**config.mk**
```make
export PLATFORM = sky130hd
export DESIGN_NAME = warp_issue_scheduler
export DESIGN_NICKNAME = d
export VERILOG_FILES = /design/src/rtl/warp_issue_scheduler.sv
export SDC_FILE = /design/constraint.sdc
export NUM_CORES = 1
export LEC_CHECK = 0
export CORE_MARGIN = 2
export CORE_UTILIZATION = 38
export DETAILED_ROUTE_END_ITERATION = 10
export SLEW_MARGIN = 20
export SYNTH_ARGS = -nofsm -noshare
export SYNTH_HDL_FRONTEND = slang
export SYNTH_SLANG_ARGS = --single-unit
```
**constraint.sdc**
```tcl
create_clock -name clk -period 11.6 [get_ports clk]
set_input_delay 2.32 -clock clk [delete_from_list [all_inputs] [get_ports clk]]
set_output_delay 2.32 -clock clk [all_outputs]
set_load 0.005 [all_outputs]
```
**src/rtl/warp_issue_scheduler.sv**
```systemverilog
// Warp issue scheduler: round-robin pick of a hazard-free warp, IB pop, registered
// valid/ready issue stage and CTA-wide barrier. Define WARP_SCHED_GREEDY_EN for greedy-then-round-robin.
module warp_issue_scheduler #(
  parameter int NUM_WARPS = 32,
  parameter int WARP_ID_W = 5,
  parameter int INST_W    = 63,
  parameter int BAR_BIT   = 62
) (
  input  logic                 clk,
  input  logic                 rst_n,
  input  logic [NUM_WARPS-1:0] warp_active_mask,
  input  logic [NUM_WARPS-1:0] warp_ready_mask,
  output logic [WARP_ID_W-1:0] sel_warp_id,
  input  logic [INST_W-1:0]    inst_in,
  output logic                 pop_valid,
  output logic [WARP_ID_W-1:0] pop_warp_id,
  output logic                 m_tvalid,
  input  logic                 m_tready,
  output logic [WARP_ID_W-1:0] m_warp_id,
  output logic [INST_W-1:0]    m_instruction,
  output logic [NUM_WARPS-1:0] bar_wait_mask,
  output logic                 bar_release,
  output logic                 err
);

  typedef enum logic [1:0] {
    IDLE    = 2'd0,
    RUN     = 2'd1,
    RELEASE = 2'd2
  } state_t;

  state_t               state, state_next;
  logic [WARP_ID_W-1:0] last_issued;
  logic [WARP_ID_W-1:0] rr_ptr, rr_ptr_next;
  logic [WARP_ID_W-1:0] winner;
  logic                 any_elig;
  logic [NUM_WARPS-1:0] elig;
  logic [NUM_WARPS-1:0] arrive;
  logic [NUM_WARPS-1:0] wait_next;
  logic                 can_issue;
  logic                 issue;
  logic                 is_bar;
  logic                 covered;
  logic                 tvalid_next;
  logic                 err_next;

  assign elig      = warp_ready_mask & warp_active_mask & ~bar_wait_mask;
  assign can_issue = !m_tvalid || m_tready;
  assign is_bar    = inst_in[BAR_BIT];
  assign issue     = (state == RUN) && any_elig && can_issue;

  assign sel_warp_id = winner;
  assign pop_valid   = issue;
  assign pop_warp_id = winner;
  assign bar_release = (state == RELEASE);

  // rr_ptr is the first slot searched; it is one past last_issued except right after reset.
  always_comb begin : select
    logic [WARP_ID_W:0] pos;
    // NOTE: every always_comb output gets a default first so no path can infer a latch.
    winner   = last_issued;
    any_elig = 1'b0;
    pos      = '0;
`ifdef WARP_SCHED_GREEDY_EN
    if (elig[last_issued]) begin
      winner   = last_issued;
      any_elig = 1'b1;
    end
`endif
    for (int i = 0; i < NUM_WARPS; i++) begin
      pos = {1'b0, rr_ptr} + (WARP_ID_W+1)'(i);
      if (pos >= (WARP_ID_W+1)'(NUM_WARPS)) begin
        pos = pos - (WARP_ID_W+1)'(NUM_WARPS);
      end
      if (!any_elig && elig[pos[WARP_ID_W-1:0]]) begin
        winner   = pos[WARP_ID_W-1:0];
        any_elig = 1'b1;
      end
    end
  end

  always_comb begin
    rr_ptr_next = rr_ptr;
    if (issue) begin
      rr_ptr_next = (winner == WARP_ID_W'(NUM_WARPS-1)) ? '0 : winner + 1'b1;
    end
  end

  always_comb begin
    arrive = '0;
    if (issue && is_bar) begin
      arrive[winner] = 1'b1;
    end
  end

  // Exited warps drop out of both sides of the check, so a warp exit can open the barrier.
  assign covered = ((warp_active_mask & ~(bar_wait_mask | arrive)) == '0);

  always_comb begin
    state_next = state;
    wait_next  = bar_wait_mask;
    case (state)
      IDLE: begin
        wait_next = '0;
        if (|warp_active_mask) begin
          state_next = RUN;
        end
      end
      RUN: begin
        wait_next = (bar_wait_mask | arrive) & warp_active_mask;
        if (!(|warp_active_mask)) begin
          if (!m_tvalid) begin
            state_next = IDLE;
          end
        end else if (covered) begin
          state_next = RELEASE;
          wait_next  = '0;
        end
      end
      RELEASE: begin
        wait_next  = '0;
        state_next = RUN;
      end
      default: begin
        wait_next  = '0;
        state_next = IDLE;
      end
    endcase
  end

  // Barrier entries are consumed here; they only free the slot if dispatch took it.
  always_comb begin
    tvalid_next = m_tvalid;
    if (issue && !is_bar) begin
      tvalid_next = 1'b1;
    end else if (m_tready) begin
      tvalid_next = 1'b0;
    end
  end

  assign err_next = err
                  | (|(warp_ready_mask & ~warp_active_mask))
                  | (m_tvalid && !m_tready && !tvalid_next);

  always_ff @(posedge clk or negedge rst_n) begin
    if (!rst_n) begin
      state         <= IDLE;
      last_issued   <= '0;
      rr_ptr        <= '0;
      bar_wait_mask <= '0;
      m_tvalid      <= 1'b0;
      m_warp_id     <= '0;
      m_instruction <= '0;
      err           <= 1'b0;
    end else begin
      // NOTE: sequential state uses non-blocking assignments so every register samples pre-edge values.
      state         <= state_next;
      rr_ptr        <= rr_ptr_next;
      bar_wait_mask <= wait_next;
      m_tvalid      <= tvalid_next;
      err           <= err_next;
      if (issue) begin
        last_issued <= winner;
      end
      if (issue && !is_bar) begin
        m_warp_id     <= winner;
        m_instruction <= inst_in;
      end
    end
  end

endmodule

```
== After elaboration in Yosys (flattened, before gate mapping) ==
Cells that the tools add are included.
Storage, ports and cells
  ROM bits: 0
  output and inout bits: 114
  memories: 0
  bits in writable memories: 0
  latch bits: 0
  register bits: 114
  word-level logic and storage cells: 408
Operators by class
  add/sub/neg operators: 64
  order comparisons: 66
  divide/modulo/power cells: 0
  reduce and logical (&&, ||, !) cells: 79
  bitwise gates (word level): 11
  equality and inequality tests: 6
  shift operators: 0
  multipliers: 0
  mux-type cells: 174
Operator list (number)
  2-to-1 mux 5 bit: 65
  less-than comparator 5 x 6 -> 1 bit (second input constant): 33
  greater-or-equal comparator 6 bit (second input constant): 31
  AND 32 bit: 5
  binary-select mux 1 bit (select 5 bit): 32
  subtractor 5 x 1 -> 5 bit (second input constant): 32
  2-to-1 mux 32 bit: 4
  adder 5 x 5 -> 6 bit (second input constant): 16
  inverter 32 bit: 3
  2-to-1 mux 1 bit: 67
  OR reduction 32 bit: 2
  adder 5 x 4 -> 6 bit (second input constant): 8
  logical AND 1 bit: 38
  logical NOT 1 bit: 35
  logical NOT 32 bit: 1
  bitwise OR 32 bit: 1
  adder 5 x 3 -> 6 bit (second input constant): 4
  adder 5 x 2 -> 6 bit (second input constant): 2
  2-to-1 mux 2 bit: 4
  adder 5 x 1 -> 6 bit (second input constant): 1
  greater-or-equal comparator 5 x 6 -> 1 bit (second input constant): 1
  one-hot mux 2 bit (3 select lines): 1
  adder 5 x 1 -> 5 bit (second input constant): 1
  demux 1 bit (select 5 bit): 1
  11 further kinds: 12

== Logic depth before layout (Yosys ltp) ==
Gate-level depths: netlist (run 1).
  depth after elaboration: 110
  depth in mapped cells: 36
  mapped depth without buffers: 25

== Worst setup path before layout (run 1) ==
No wires, ideal clock.
  path type: input -> output
  start: in warp_ready_mask[1]
  end: out sel_warp_id[3]
  stages on the path: 16
  path buffers: 4
  data arrival time: 6.476 ns
  setup slack: 2.804 ns
  cells stage by stage: and3b_1 buf_1 mux4_2 mux4_2 nand2_1 nand3_1 or4b_4 or3_4 buf_4 or2_2 a211o_1 o211ai_1 a21oi_1 buf_2 nor2_1 buf_4
Between the ends
  word-level cells in the longest chain between the ends: 98
  elaborated cells on any way between the ends: 191
  those cells by class: mux (127); bitwise (2); reduce/logical (62)
Ends and longest elaborated chain
  start, declared: line 12  | input logic [NUM_WARPS-1:0] warp_ready_mask,
  AND 32 bit * (2 in a row): line 47  | assign elig = warp_ready_mask & warp_active_mask & ~bar_wait_mask;
  binary-select mux 1 bit (select 5 bit): line 75  | if (!any_elig && elig[pos[WARP_ID_W-1:0]]) begin
  2-to-1 mux 1 bit (not written as such): line 75
  2-to-1 mux 1 bit: line 75
  logical NOT 1 bit: line 75
  logical AND 1 bit: line 75
  2-to-1 mux 1 bit: line 75
  logical NOT 1 bit: line 75
  [... 81 more ...]
  logical AND 1 bit: line 75
  2-to-1 mux 1 bit: line 75
  logical NOT 1 bit: line 75
  logical AND 1 bit: line 75
  2-to-1 mux 1 bit: line 75
  logical NOT 1 bit: line 75
  logical AND 1 bit: line 75
  2-to-1 mux 5 bit *: line 75
  end, declared: line 13  | output logic [WARP_ID_W-1:0] sel_warp_id,
Mark *: on every way between the ends. The rest lies on a longest branch, timed or not. The select of a mux whose other input is x is not followed.

== Worst setup path after layout (run 1) ==
  start: in warp_active_mask[22]
  end: out pop_warp_id[2]
Between the ends
  word-level cells in the longest chain between the ends: 98
  elaborated cells on any way between the ends: 191
  those cells by class: mux (127); bitwise (2); reduce/logical (62)
Ends and longest elaborated chain
  start, declared: line 11  | input logic [NUM_WARPS-1:0] warp_active_mask,
  AND 32 bit * (2 in a row): line 47
  binary-select mux 1 bit (select 5 bit): line 75
  2-to-1 mux 1 bit (not written as such): line 75
  2-to-1 mux 1 bit: line 75
  logical NOT 1 bit: line 75
  logical AND 1 bit: line 75
  2-to-1 mux 1 bit: line 75
  logical NOT 1 bit: line 75
  [... 81 more ...]
  logical AND 1 bit: line 75
  2-to-1 mux 1 bit: line 75
  logical NOT 1 bit: line 75
  logical AND 1 bit: line 75
  2-to-1 mux 1 bit: line 75
  logical NOT 1 bit: line 75
  logical AND 1 bit: line 75
  2-to-1 mux 5 bit *: line 75
  end, declared: line 16  | output logic [WARP_ID_W-1:0] pop_warp_id,
Marked as above.

==> results of run 1 <==
[layer usage]
layer | GRT usage, % | up-vias
li1 | - | 6763
met1 | 47.7 | 7857
met2 | 52.3 | 1385
met3 | 10.1 | 250
met4 | 17.7 | 4
met5 | 0 | -
[critical path: cells and delay by family]
kind	cells	cell delay [ns]
simple gates	6	2.53
mux	1	0.58
buf+inv	4	1.60
compound gates	4	1.65
[cell usage in the layout, fill, tap and decap left out, types with 8 or more instances in the layout]
| cell | n |
|---|---|
| xnor2_1 | 29 |
| nor3_1 | 52 |
| a32oi_1 | 8 |
| o32ai_1 | 12 |
| or2_2 | 8 |
| a211o_1 | 9 |
| buf_4 | 59 |
| o211a_1 | 8 |
| a22oi_1 | 13 |
| a221o_1 | 9 |
| mux2i_1 | 121 |
| o31ai_1 | 10 |
| ha_1 | 16 |
| o21ai_0 | 60 |
| mux2_2 | 82 |
| a2111oi_0 | 8 |
| nor2b_1 | 20 |
| dfrtp_1 | 111 |
| nand3b_1 | 36 |
| nand2b_1 | 29 |
| a211oi_1 | 18 |
| nand2_1 | 106 |
| clkbuf_16 | 17 |
| nand3_1 | 37 |
| a22o_1 | 10 |
| nor2_1 | 127 |
| clkdlybuf4s50_1 | 242 |
| nor4_1 | 34 |
| nand4_1 | 11 |
| a31oi_1 | 20 |
| and3_1 | 9 |
| and3b_1 | 35 |
| a21oi_1 | 76 |
| o211ai_1 | 19 |
| mux4_2 | 88 |
| a221oi_1 | 12 |
| o22ai_1 | 23 |
| inv_1 | 55 |
| o2111ai_1 | 9 |
[synthesized netlist by cell type (35+ instances only)]
master    count
clkbuf_1     56
nor3_1       52
and3b_1      35
mux4_2       88
nand2_1     106
mux2i_1     121
nor2_1      127
inv_1        55
a21oi_1      77
nand3b_1     36
nand3_1      37
dfrtp_1     114
o21ai_0      60
mux2_2       82
[final timing paths]
kind | startpoint | to | slack [ns] | cells after the start
min in group asynchronous | rst_n | state[1] | 2.03 | 1
max in group asynchronous | rst_n | rr_ptr[1] | 8.31 | 2
hold / removal | m_instruction[45] | m_instruction[45] | 0.51 | 1
hold reg to reg | m_instruction[45] | m_instruction[45] | 0.51 | 1
setup reg to reg | rr_ptr[0] | bar_wait_mask[11] | 1.90 | 24
setup / recovery | warp_active_mask[22] | pop_warp_id[2] | 0.58 | 15
[sequential cells by signal, indices dropped and copies added (netlist names)]
name           count
bar_wait_mask     32
last_issued        5
m_warp_id          5
m_instruction     63
rr_ptr             5
state              2
err                1
m_tvalid           1
[cell families (layout without fill, tap and decap cells)]
family	after synthesis	after routing	synth area share, %
other	0	1	0
and+or+nand+nor	561	561	21.1
muxes	294	294	28.6
buffers and inverters	187	397	6.14
AOI/OAI and AO/OA	416	416	20.6
xor gates and xnor gates	37	37	2.58
DFF	114	114	19.5
adders and majority gates	17	17	1.46
[cell type report]
| type | count | area [sq um] | share of cell area (%) |
|---|---|---|---|
| Multi-Input combinational cell | 1325 | 10900 | 60.0 |
| Antenna cell | 1 | 2.50 | 0.0138 |
| Clock buffer | 18 | 429 | 2.36 |
| Timing Repair Buffer | 301 | 2870 | 15.8 |
| Sequential cell | 114 | 2860 | 15.7 |
| Tap cell | 511 | 639 | 3.52 |
| Clock inverter | 14 | 228 | 1.25 |
| Inverter | 64 | 240 | 1.32 |
[per-stage QoR]
stage               std cells  hold WS, ns  setup WS, ns  instance area [sq um]  utilization, %
finish                   2348        0.505         0.575                  18200            48.1
global route             2347        0.518         0.246                  18200            48.1
CTS                      2347        0.508         0.687                  18200            48.1
detailed placement       2315        0.494         0.709                  17500            46.4
global placement         2315        0.485         0.850                  17500            46.3
floorplan                1626        0.480          2.80                  14600               -
==> reports/metrics.cfg, run 1 <==
[logic_synthesis]
ys_top_cells_by_area=dfrtp_1, mux4_2, mux2i_1, mux2_2, nor2_1
synth_top_area_share_pct=19.5
synthCells=1626
syn_area_sq_mm=0.0146
ys_seq_area_share_pct=19.5
synth_edf_count=0
async_reset_ff_share_pct=100
synth_cell_type_count=106
synth_ff_type=dfrtp_1
synth_seq_cells=114
avgSynthCellArea_sq_um=8.98
yosys.area.top_type=dfrtp_1
synth_nets=1773
yosysWarnings=0

[sta]
max_slew_margin_pct=24.8
finalCriticalPeriod_ns=11.02
skew_ns=0.00813
drv_slew=0
tns_ns=0
max_freq_mhz=90.7
final.period_utilization_pct=95.0
setup_viol=0
rsz0062_at_grt=false
tightest_slew_ns=1.13
final_hold_viol_count=0

[route]
wl_met3_mm=9.82
met2_wirelength_mm=30.0
via_per_inst=6.92
highest_layer=met5
wl_per_cell_um=30.4
finalWirelength_mm=71.5
wl_met1_mm=27.6
detail-route-antenna-nets=0
drt-initial-drc-count=2651
drc=0
vias=16300
dr.pass1.iters=7

[placement]
gp_congestion=1.08
hpwl_mm=55.2
numPortBuffers=243

[grt]
grt_pass1_wl_mm=104
grt_pass1_vias=15500
grt_use_total_pct=35.5
grt_overflow=0
grt_antenna_before_repair=2
grt_max_degree=66

[clock_tree]
numCtsBuffers=17
cts_root_buf=clkbuf_16
htreeDepth=4
cts_setup_buffers=0
clockBufferDepth=2
cts_hold_buf=0
cts_resized=0
cts_sinks=114
cts.clk_slew.worst_paths_ns=0.05
clock_latency_ns=0.42
cts_tree=done

[die]
core_area_sq_mm=0.0378
die_area_sq_mm=0.0400
die_h_um=200
fp.dieW_um=200
start_util_pct=38.7
row_count=71
io_pins=244

[job]
cap_violations=0

[worst_setup_path]
cp-start-kind=input pin
crit_fanout=16
crit_chain=clkdlybuf4s50_1 > and3b_1 > a2111oi_0 > a211oi_1 > mux4_2 > nor2_2 > nand4b_1 > or4_1 > nor2_2 > a2bb2oi_1 > a311oi_2 > and2_1 > buf_4 > inv_2 > clkdlybuf4s50_1
cp.arrival_ns=8.70
path_class=in -> out
cp.required_ns=9.28
slowest_delay_ns=0.83
end_kind=primary output
cp_slowest_cell=or4_1

[cells_and_area]
fillers=3607
num-nets-final=1970
drive_gt1_share_pct=16.7
syn_to_final_growth_pct=24.4

[min_path]
holdCritPathClass=reg -> reg

[outcome]
outcome=finished, final reports clean

Power of run 1 is left out: the tool's default activity adds up to more than one toggle a clock period on the data nets, which glitch-free logic cannot reach.
==> run 2, diff against run 1 <==
--- a/config.mk
+++ b/config.mk
@@ -5,9 +5,13 @@
 export SDC_FILE = /design/constraint.sdc
 export NUM_CORES = 1
 export LEC_CHECK = 0
+export CELL_PAD_IN_SITES_DETAIL_PLACEMENT = 0
+export CELL_PAD_IN_SITES_GLOBAL_PLACEMENT = 1
 export CORE_MARGIN = 2
 export CORE_UTILIZATION = 38
+export CTS_BUF_LIST = sky130_fd_sc_hd__clkbuf_8
 export DETAILED_ROUTE_END_ITERATION = 10
+export PLACE_DENSITY_LB_ADDON = 0.1
 export SLEW_MARGIN = 20
 export SYNTH_ARGS = -nofsm -noshare
 export SYNTH_HDL_FRONTEND = slang
==> run 2 against run 1 <==
Global-route usage grew 1.7 points. Setup slack got worse by 0.10 ns. Largest cell class unchanged. First-iteration DRC count decreased by 29%. Critical path depth is 1 higher. Fmax is 0.92% lower. Worst hold slack worse by 0.00051 ns. Routed wire length increased by 5.1%. Die area unchanged. Clock-buffer cell count stayed put. Clock skew grew 0.0039 ns. Via count shrank 0.21%. Sequential cell count unchanged.
==> reports/metrics.cfg, run 2 (synthesized netlist as in run 1, its figures left out) <==
[clock_tree]
clock_latency_ns=0.44  ; was 0.42 ns
cts_setup_buffers=0  ; unchanged
htreeDepth=4  ; unchanged
cts.clk_slew.worst_paths_ns=0.07  ; was 0.05 ns
clockBufferDepth=2  ; unchanged
numCtsBuffers=17  ; unchanged
cts_hold_buf=0  ; unchanged
cts_resized=0  ; unchanged
cts_root_buf=clkbuf_8  ; was clkbuf_16
cts_tree=done  ; unchanged
cts_sinks=114  ; unchanged

[die]
row_count=71  ; unchanged
die_area_sq_mm=0.0400  ; unchanged
core_area_sq_mm=0.0378  ; unchanged
io_pins=244  ; unchanged
die_h_um=200  ; unchanged
fp.dieW_um=200  ; unchanged
start_util_pct=38.7  ; unchanged

[grt]
grt_antenna_before_repair=0  ; was 2
grt_pass1_vias=15700  ; was 15500
grt_pass1_wl_mm=108  ; was 104 mm
grt_max_degree=76  ; was 66
grt_overflow=0  ; unchanged
grt_use_total_pct=37.2  ; was 35.5%

[worst_setup_path]
rr_worst_depth=26  ; was 24
critical_path_buf_inv_count=3  ; was 4
cp-start-kind=input pin  ; unchanged
slowest_delay_ns=0.78  ; was 0.83 ns
r2r-end=state[0]  ; was bar_wait_mask[11]
path_class=in -> out  ; unchanged
crit_chain=clkdlybuf4s50_1 > and3b_1 > a2111oi_0 > buf_4 > a211oi_1 > mux4_2 > nor2_2 > nand4b_1 > or4_1 > nor4_1 > a2111oi_0 > and3_1 > o21ai_0 > a21oi_1 > o2bb2ai_1 > clkdlybuf4s50_1  ; was clkdlybuf4s50_1 > and3b_1 > a2111oi_0 > a211oi_1 > mux4_2 > nor2_2 > nand4b_1 > or4_1 > nor2_2 > a2bb2oi_1 > a311oi_2 > and2_1 > buf_4 > inv_2 > clkdlybuf4s50_1
crit_path_start=warp_active_mask[22]  ; unchanged
cp_slowest_cell=a2111oi_0  ; was or4_1
cp.arrival_ns=8.81  ; was 8.70 ns
r2r_slack_ns=1.84  ; was 1.90 ns
r2r_start=rr_ptr[1]  ; was rr_ptr[0]
end_kind=primary output  ; unchanged
cp.required_ns=9.28  ; about the same
crit_fanout=9  ; was 16
crit_family=simple AND/OR/NAND/NOR gates  ; unchanged

[cells_and_area]
syn_to_final_growth_pct=22.6  ; was 24.4%
num-nets-final=1973  ; was 1970
fillers=3723  ; was 3607
num_antenna_cells=0  ; was 1
final_cell_mix=clkdlybuf4s50_1, nor2_1, mux2i_1, dfrtp_1, nand2_1  ; unchanged
multi_input_area_sq_mm=0.0109  ; about the same
layout_commonest_cell=clkdlybuf4s50_1  ; unchanged
largest_reg_flops=63  ; unchanged
seq_area_sq_mm=0.00286  ; unchanged
regMostFlops=m_instruction  ; unchanged
instances_no_fill=2349  ; was 2348
reg_top3=m_instruction x63, bar_wait_mask x32  ; unchanged
drive_gt1_share_pct=16.8  ; was 16.7%

[sta]
setup_viol=0  ; unchanged
finalCriticalPeriod_ns=11.13  ; was 11.02 ns
drv_slew=0  ; unchanged
max_freq_mhz=89.9  ; was 90.7 MHz
tightest_slew_ns=1.08  ; was 1.13 ns
max_slew_margin_pct=26.4  ; was 24.8%
skew_ns=0.0120  ; was 0.00813 ns
final_hold_viol_count=0  ; unchanged
rsz0062_at_grt=false  ; unchanged
tns_ns=0  ; unchanged
final.period_utilization_pct=95.9  ; was 95.0%

[min_path]
hold_path_end=m_instruction[53]  ; was m_instruction[45]
worstHoldStart=m_instruction[53]  ; was m_instruction[45]
holdCritPathClass=reg -> reg  ; unchanged
hold_path_depth=1  ; unchanged

[route]
via_per_inst=6.91  ; was 6.92
dr.pass1.iters=7  ; unchanged
finalWirelength_mm=75.1  ; was 71.5 mm
drc=0  ; unchanged
drt-initial-drc-count=1887  ; was 2651
vias=16200  ; was 16300
detail-route-antenna-nets=0  ; unchanged
wl_per_cell_um=32.0  ; was 30.4 um

[placement]
hpwl_mm=58.8  ; was 55.2 mm
numPortBuffers=243  ; unchanged
place_inst=2318  ; was 2315
gp_congestion=1.03  ; was 1.08

[outcome]
outcome=finished, final reports clean  ; unchanged

[job]
cap_violations=0  ; unchanged

-- run 2: cell types whose count changed in the layout (fill, tap and decap cells not counted) --
cell and change:
clkbuf_8 +18, clkbuf_16 -17, clkinv_2 +4, buf_4 +3
bufinv_16 -3, clkinv_4 -2, a21oi_1 +1, a21oi_2 -1
clkbuf_1 -1, clkinvlp_4 +1, diode_2 -1, inv_8 -1
xnor2_1 +1, xnor2_2 -1
-- run 2: metal layers --
metal  share of wire (%)  GRT usage [%]  wire length [um]  vias to the layer above
met3                  11           9.39              8450                      253
met4                 5.8           19.0              4350                        0
met1                  40           49.4             29800                     7966
met5                   0              0                 0                        -
li1                    -              -                 -                     6752
met2                  43           56.3             32400                     1254
-- run 2: worst max path at each step --
| stage | slack [ns] | end | cells after the start |
|---|---|---|---|
| 6_report | 0.47 | sel_warp_id[0] | 16 |
| 5_1_grt | 0.40 | sel_warp_id[0] | 15 |
| 4_1_cts | 0.77 | sel_warp_id[0] | 16 |
| 3_5_place_dp | 0.80 | sel_warp_id[0] | 16 |
| 3_3_place_gp | 0.71 | sel_warp_id[0] | 16 |
| 2_1_floorplan | 2.80 | sel_warp_id[3] | 16 |
-- run 2: cell type report --
cell class / count / share of cell area (%)
clock buffers: 18 / 1.38
clock inverters: 13 / 0.762
inverters: 64 / 1.34
multi-input cells: 1325 / 60.9
flip-flops and latches: 114 / 16.0
well taps: 511 / 3.57
repair buffers: 304 / 16.1
-- run 2: worst register-to-register path, cell delays in order, from the launching register on --
cell and delay (ns):
dfrtp_4 0.55, inv_2 0.36, ha_2 0.38, buf_4 0.37, and4b_1 0.36, a2111oi_0 0.72
buf_4 0.25, a211oi_1 0.10, mux4_2 0.62, nor2_2 0.35, nand4b_1 0.23, or4_1 0.73
nor4_1 0.55, a2111oi_0 0.15, and3_1 0.22, o21ai_0 0.09, a21oi_1 0.13, o2bb2ai_1 0.69
buf_4 0.30, ha_1 0.25, nand3_1 0.22, a2111oi_0 0.86, o2111a_1 0.26, o2111ai_1 0.10
and4b_1 0.27, buf_4 0.37, a21oi_1 0.15
-- run 2: per-stage QoR --
stage / util (%) / hold slack [ns] / instance area [sq um] / worst slack, ns
floorplan: - / 0.480 / 14600 / 2.80
global placement: 46.4 / 0.482 / 17500 / 0.708
detailed placement: 46.4 / 0.494 / 17500 / 0.798
CTS: 47.4 / 0.512 / 17900 / 0.774
global route: 47.4 / 0.529 / 17900 / 0.400
finish: 47.4 / 0.505 / 17900 / 0.472
Power of run 2 is left out for the same reason.
